===== config.mk =====
export PLATFORM = sky130hd
export DESIGN_NAME = histogram_axi_reader
export DESIGN_NICKNAME = d
export VERILOG_FILES = /design/src/rtl/histogram_axi_reader.sv
export SDC_FILE = /design/constraint.sdc
export NUM_CORES = 1
export LEC_CHECK = 0
export BUFFER_PORTS_ARGS = -buffer_cell sky130_fd_sc_hd__buf_2
export CAP_MARGIN = 20
export CORE_AREA = 2 2 124 126
export CTS_CLUSTER_DIAMETER = 30
export DETAILED_ROUTE_END_ITERATION = 6
export DIE_AREA = 0 0 126 128
export PLACE_DENSITY = 0.82
export SYNTH_ARGS = -nofsm -noshare
export SYNTH_HDL_FRONTEND = slang
export SYNTH_SLANG_ARGS = --single-unit

===== constraint.sdc =====
create_clock -name clk -period 6.25 [get_ports clk]
set_input_delay 0.625 -clock clk [delete_from_list [all_inputs] [get_ports clk]]
set_output_delay 0.625 -clock clk [all_outputs]
set_load 0.01 [all_outputs]

===== src/rtl/histogram_axi_reader.sv =====
// AXI4-Lite read initiator: sweeps histogram bins one read at a time,
// streams each bin out and tracks running total and peak bin.
module histogram_axi_reader #(
  parameter int ADDR_BITS = 8,
  parameter int NUM_BINS  = 256,
  parameter int BASE_ADDR = 0
) (
  input  logic                 clk,
  input  logic                 rst,
  input  logic                 start,
  output logic                 busy,
  output logic                 done,
  output logic                 err,
  output logic [ADDR_BITS-1:0] m_axi_araddr,
  output logic                 m_axi_arvalid,
  input  logic                 m_axi_arready,
  input  logic [31:0]          m_axi_rdata,
  input  logic [1:0]           m_axi_rresp,
  input  logic                 m_axi_rvalid,
  output logic                 m_axi_rready,
  output logic [7:0]           bin_idx,
  output logic [31:0]          bin_data,
  output logic                 bin_valid,
  input  logic                 bin_ready,
  output logic [39:0]          total,
  output logic [7:0]           peak_idx,
  output logic [31:0]          peak_val
);

  typedef enum logic [2:0] {
    S_IDLE,
    S_ADDR,
    S_DATA,
    S_OUT,
    S_FIN
  } state_t;

  localparam logic [ADDR_BITS-1:0] LP_BASE = ADDR_BITS'(BASE_ADDR);
  localparam logic [ADDR_BITS-1:0] LP_LAST = ADDR_BITS'(NUM_BINS - 1);

  state_t                 r_state;
  state_t                 w_next;
  logic [ADDR_BITS-1:0]   r_idx;
  logic [ADDR_BITS-1:0]   r_araddr;
  logic [ADDR_BITS-1:0]   w_idx_nxt;
  logic [7:0]             r_bin_idx;
  logic [31:0]            r_bin_data;
  logic [39:0]            r_total;
  logic [7:0]             r_peak_idx;
  logic [31:0]            r_peak_val;
  logic                   r_err;
  logic                   w_start_ok;
  logic                   w_ar_hs;
  logic                   w_r_hs;
  logic                   w_out_hs;
  logic                   w_last;

  assign w_start_ok = (r_state == S_IDLE) && start;
  assign w_ar_hs    = (r_state == S_ADDR) && m_axi_arready;
  assign w_r_hs     = (r_state == S_DATA) && m_axi_rvalid;
  assign w_out_hs   = (r_state == S_OUT) && bin_ready;
  assign w_last     = (r_idx == LP_LAST);
  assign w_idx_nxt  = r_idx + ADDR_BITS'(1);

  always_ff @(posedge clk or negedge rst) begin
    if (!rst) r_state <= S_IDLE;
    else      r_state <= w_next;
  end

  always_comb begin
    w_next = r_state;
    unique case (r_state)
      S_IDLE: if (start)         w_next = S_ADDR;
      S_ADDR: if (m_axi_arready) w_next = S_DATA;
      S_DATA: if (m_axi_rvalid)  w_next = S_OUT;
      S_OUT:  if (bin_ready)     w_next = w_last ? S_FIN : S_ADDR;
      S_FIN:                     w_next = S_IDLE;
      default:                   w_next = S_IDLE;
    endcase
  end

  // Handshake outputs decode the state register only, so no input reaches
  // an output combinationally.
  always_comb begin
    m_axi_arvalid = 1'b0;
    m_axi_rready  = 1'b0;
    bin_valid     = 1'b0;
    busy          = 1'b0;
    done          = 1'b0;
    unique case (r_state)
      S_ADDR: begin
        m_axi_arvalid = 1'b1;
        busy          = 1'b1;
      end
      S_DATA: begin
        m_axi_rready = 1'b1;
        busy         = 1'b1;
      end
      S_OUT: begin
        bin_valid = 1'b1;
        busy      = 1'b1;
      end
      S_FIN:   done = 1'b1;
      default: ;
    endcase
  end

  always_ff @(posedge clk or negedge rst) begin
    if (!rst) begin
      r_idx      <= '0;
      r_araddr   <= '0;
      r_bin_idx  <= '0;
      r_bin_data <= '0;
      r_total    <= '0;
      r_peak_idx <= '0;
      r_peak_val <= '0;
      r_err      <= 1'b0;
    end else begin
      if (w_start_ok) begin
        r_idx      <= '0;
        r_araddr   <= LP_BASE;
        r_total    <= '0;
        r_peak_idx <= '0;
        r_peak_val <= '0;
        r_err      <= 1'b0;
      end
      if (w_r_hs) begin
        r_bin_data <= m_axi_rdata;
        r_bin_idx  <= 8'(r_idx);
        r_total    <= r_total + {8'd0, m_axi_rdata};
        if (m_axi_rresp != 2'b00) r_err <= 1'b1;
        // Strict compare keeps the lowest index on ties.
        if (m_axi_rdata > r_peak_val) begin
          r_peak_val <= m_axi_rdata;
          r_peak_idx <= 8'(r_idx);
        end
      end
      if (w_out_hs && !w_last) begin
        r_idx    <= w_idx_nxt;
        r_araddr <= LP_BASE + w_idx_nxt;
      end
    end
  end

  assign m_axi_araddr = r_araddr;
  assign bin_idx      = r_bin_idx;
  assign bin_data     = r_bin_data;
  assign total        = r_total;
  assign peak_idx     = r_peak_idx;
  assign peak_val     = r_peak_val;
  assign err          = r_err;

endmodule


* Word level (Yosys, flattened, before mapping) *
Cells that the tools add are included.

cells by class
  order comparisons = 1
  equal/unequal tests = 9
  add/subtract/negate cells = 2
  mux-type cells = 24
  reductions and logical operators = 11

operators with widths
  kind                                                                    number
  32-bit two-way mux                                                      3
  40-bit two-way mux                                                      2
  40-bit by 32-bit adder with 40-bit output                               1
  8-bit two-way mux                                                       5
  32-bit greater-than comparator                                          1
  3-bit two-way mux                                                       5
  3-bit case mux with 4 select lines                                      1
  8-bit by 1-bit adder with 8-bit output (second input constant)          1
  8-bit equality test (second input constant)                             1
  1-bit two-way mux                                                       8
  2-bit inequality test (second input constant)                           4
  3-bit by 2-bit equality test with 1-bit output (second input constant)  2
  2-bit nonzero test                                                      3
  1-bit logical AND                                                       4
  4-bit AND reduction                                                     1
  3-bit by 1-bit equality test with 1-bit output (second input constant)  1
  3-bit equality test (second input constant)                             1
  3-bit zero test                                                         1
  3-bit OR reduction                                                      1
  1-bit zero test                                                         1

storage, ports and cells
  word-level logic and storage cells = 55
  bits in registers = 132
  output and inout port bits = 134
  bits of input ports = 40

* Logic depth before layout (Yosys ltp) *
  word-level depth = 5
  depth in mapped cells = 12
  depth with buffers taken out = 11

* Least setup slack after synthesis *
OpenSTA, ideal clock, no wires.

  path type = input port to flip-flop
  start point = input m_axi_rdata[0]
  end point = register r_total[30] (netlist: total[30])
  stages = 11
  arrival time = 2.751 ns
  data required time = 6.119 ns
  library setup time = 0.131 ns
  buffers on the path = 0
  path slack = 3.369 ns
  path through = ha_1 -> fa_1 -> a21oi_1 -> o211ai_1 -> and3_1 -> a21oi_2 -> o211ai_1 -> a31o_2 -> a311oi_1 -> xor2_1 -> o21ai_1

between the ends
  longest elaborated chain between the ends = 2

RTL lines
  element                                    RTL line  RTL
  start, declared                            17        input logic [31:0] m_axi_rdata,
  40-bit by 32-bit adder with 40-bit output  130       r_total <= r_total + {8'd0, m_axi_rdata};
  40-bit two-way mux                         127       if (w_r_hs) begin
  end signal, assigned                       130
  end, declared                              48        logic [39:0] r_total;

No other way between the ends.
A chain may end at the register's enable or synchronous reset.

* Worst setup path after layout *
  start point = register r_peak_val[17] (netlist: peak_val[17])
  end point = register r_peak_val[28] (netlist: peak_val[28])

between the ends
  longest elaborated chain between the ends = 3

RTL lines
  element                         RTL line  RTL
  start, declared                 50        logic [31:0] r_peak_val;
  start signal, assigned          134       r_peak_val <= m_axi_rdata;
  32-bit greater-than comparator  133       if (m_axi_rdata > r_peak_val) begin
  32-bit two-way mux              133
  32-bit two-way mux              127

No other way between the ends.

==> results.sh <==
export IMPL_syn_inst=871
export IMPL_reg2reg_slack_ps=3180
export IMPL_ios=174
export IMPL_start_util_pct=53.4
export IMPL_drc=0
export IMPL_postRouteAntennaNets=0
export IMPL_relSlewSlack_pct=43.0
export IMPL_synth_warnings=0
export IMPL_synth_fp_nets=977
export IMPL_setup_ws_ps=3180
export IMPL_row_count=45
export IMPL_hold_path_class="input port to asynchronous set/reset pin"
export IMPL_synth_seq_cells=132
export IMPL_status="complete, no violations"
export IMPL_synth_area_um2=7930
export IMPL_p_leak_nw=5.20
export IMPL_syn_mean_instance_area_um2=9.11
export IMPL_max_freq_mhz=325
export IMPL_cellPowerDensity_nw_per_um2=479
export IMPL_max_stage_delay_ps=560
export IMPL_min_period_ps=3070
export IMPL_synth_edf_count=0
export IMPL_ff2ff_path_depth=11
export IMPL_grt_setup_unrepaired="false"
export IMPL_htreeDepth=4
export IMPL_post_route_period_util_pct=49.2
export IMPL_syn_to_final_growth_pct=20.1
export IMPL_die_x_um=126
export IMPL_ys_async_sr_fraction_pct=100
export IMPL_yosys_cell_types_count=64
export IMPL_internal_power_mw=2.70
export IMPL_startpoint_type="flip-flop"
export IMPL_pre_cts_slack_ps=2820
export IMPL_avgRoutedWirePerCell_um=16.0
export IMPL_p_sw_mw=1.86
export IMPL_gp_congestion=0.873
export IMPL_worst_path_most_repeated_cell="a21o_1"
export IMPL_cts_made_buffers=17
export IMPL_drt_wl_total_mm=19.7
export IMPL_cts_buffer_depth=2
export IMPL_grt_pass1_wl_mm=32.6
export IMPL_power_frac_comb_pct=46.2
export IMPL_arrival_ps=3410
export IMPL_seqPwrFrac_pct=30.3
export IMPL_p_sw_share_pct=40.7
export IMPL_num_vias=6892
export IMPL_skew_ps=8.99
export IMPL_clkPwrFrac_pct=23.5
export IMPL_die_area_um2=16100
export IMPL_crit_chain="inv_1 > ha_1 > a21o_1 > a21o_1 > a21oi_1 > o21ai_0 > nand3_1 > o211ai_1 > o21ai_4 > buf_4 > mux2i_1"
export IMPL_hold_buffers=0
export IMPL_drive_gt1_share_pct=22.5
export IMPL_synth_top_cell_area_share_pct=41.6
export IMPL_drtIter0Drc=395
export IMPL_synth_commonest_cells="dfrtp_1, nand2_1, o21ai_0"
export IMPL_clock_latency_ps=430
export IMPL_irDropWorstVdd_mv=0.340
export IMPL_first_pass_iters=6
export IMPL_post_cts_buffers=0
export IMPL_vias_per_cell=5.60
export IMPL_clock_sinks=132
export IMPL_grt_pass1_vias=6575
export IMPL_drv_cap=0
export IMPL_seq_area_frac_synth_pct=41.6
export IMPL_synth_top_cell_by_area="dfrtp_1"
export IMPL_tns_ps=0
export IMPL_root_buffer="clkbuf_16"
export IMPL_nNetsFinal=1136
export IMPL_io_buffers=173
export IMPL_grt_total_usage_pct=25.0
export IMPL_synthFlopType="dfrtp_1"
export IMPL_grt_overflow=0
export IMPL_final_setup_viol_count=0
export IMPL_critPathSlowestCell="buf_4"
export IMPL_core_um2=14900
export IMPL_crit_start="peak_val[17]"
export IMPL_setup_worst_path_class="flip-flop to flip-flop"
export IMPL_reg2reg_to="peak_val[28]"
export IMPL_antennaDiodeCount=0
export IMPL_crit_fanout=32
export IMPL_cts_tree="yes"
export IMPL_worstMarginPinSlew_ps=855
export IMPL_antenna_found_initial=0
export IMPL_cts_clk_slew_worst_paths_ps=60
export IMPL_grt_max_degree=87
export IMPL_finalMaxSlewViolations=0
export IMPL_dp_hpwl_mm=14.0
export IMPL_cts_resized_gates=0
export IMPL_cp_required_ps=6590
export IMPL_crit_path_end_kind="flip-flop"
export IMPL_final_hold_viol_count=0
export IMPL_r2r_start="peak_val[17]"
export IMPL_die_h_um=128
export IMPL_yosys_top_cells_area="dfrtp_1, ha_1, o21ai_0"
export IMPL_synthMostInstantiatedCell="dfrtp_1"
export IMPL_total_power_mw=4.56
-- cells by family (layout without fill, tap and decap cells) --
logic type	Yosys count	count (layout)	synth area share [%]
muxes	46	46	5.98
buffers and inverters	121	293	6.58
xor gates and xnor gates	27	27	2.98
AOI/OAI and AO/OA	229	229	18.0
DFF	132	132	41.6
adders and majority gates	66	66	10.5
and+or+nand+nor	250	250	14.4
-- how the worst max path moves through the flow --
stage,end,cells after the start
2_1_floorplan,total[30],11
3_3_place_gp,peak_val[21],11
3_5_place_dp,peak_val[28],11
4_1_cts,peak_val[28],11
5_1_grt,peak_val[20],11
6_report,peak_val[28],11
-- power groups by stage --
stage / Sequential (mW) / Combinational, mW / Clock (mW)
5_1_grt: 1.43 / 2.35 / 1.12
3_3_place_gp: 1.38 / 2.03 / 0
2_1_floorplan: 1.50 / 1.34 / 0
4_1_cts: 1.38 / 2.11 / 1.09
3_5_place_dp: 1.39 / 2.09 / 0
6_report: 1.38 / 2.10 / 1.07
-- sequential cells by signal, summed over array words and instances, names as in the netlist --
signal        cells
r_state           3
m_axi_araddr      8
bin_data         32
total            40
err               1
peak_idx          8
bin_idx           8
peak_val         32
-- cell type report --
cell class	count	area, um^2
clock buffers	22	494
clock inverters	10	145
inverters	83	312
flip-flops and latches	132	3300
multi-input cells	618	4130
repair buffers	178	910
fillers	1249	5340
well taps	188	235
-- layer usage --
| layer | GRT usage, % | vias up | wire [um] | part of all wire [%] |
|---|---|---|---|---|
| li1 | - | 3357 | - | - |
| met1 | 33.7 | 3288 | 8920 | 45 |
| met2 | 40.5 | 216 | 9350 | 47 |
| met3 | 5.26 | 31 | 1100 | 5.6 |
| met4 | 8.14 | 0 | 344 | 1.7 |
| met5 | 0 | - | 0 | 0 |
-- worst max-delay path: cells and delay by family (launching register included) --
family          cells  cell delay [ps]
simple gates        1              130
buf+inv             2              610
flops               1              370
compound gates      6             1270
mux                 1              270
fa+ha+maj           1              280
-- cell usage in the layout, fill, tap and decap left out, types with 4 or more instances in the layout --
master	netlist	final
buf_2	7	172
dfrtp_1	132	132
nand2_1	124	123
o21ai_0	97	97
inv_1	83	83
ha_1	65	65
nand3_1	48	48
mux2i_1	44	44
a21oi_1	41	41
nor2_1	23	23
a21o_1	23	23
clkbuf_16	0	17
nand4_1	15	15
xnor2_1	15	15
xor2_1	12	12
nor3_1	9	9
nor2b_1	8	8
o211ai_1	8	8
o31ai_1	8	8
o21ai_1	7	6
a31oi_1	5	5
and3_1	5	5
a21oi_2	5	5
clkbuf_8	0	5
buf_4	2	5
and2_1	4	4
nand2b_1	4	4
-- per-stage QoR --
step           cells  area [um^2]  hold WS (ps)  util (%)
3_5_place_dp    1199         8890           465      59.8
2_1_floorplan    871         7930           329         -
5_1_grt         1231         9530           238      64.1
3_3_place_gp    1199         8890           455      59.8
4_1_cts         1231         9530           210      64.1
6_report        1231         9530           182      64.1
No activity file was read; power rests on OpenSTA's default activity.
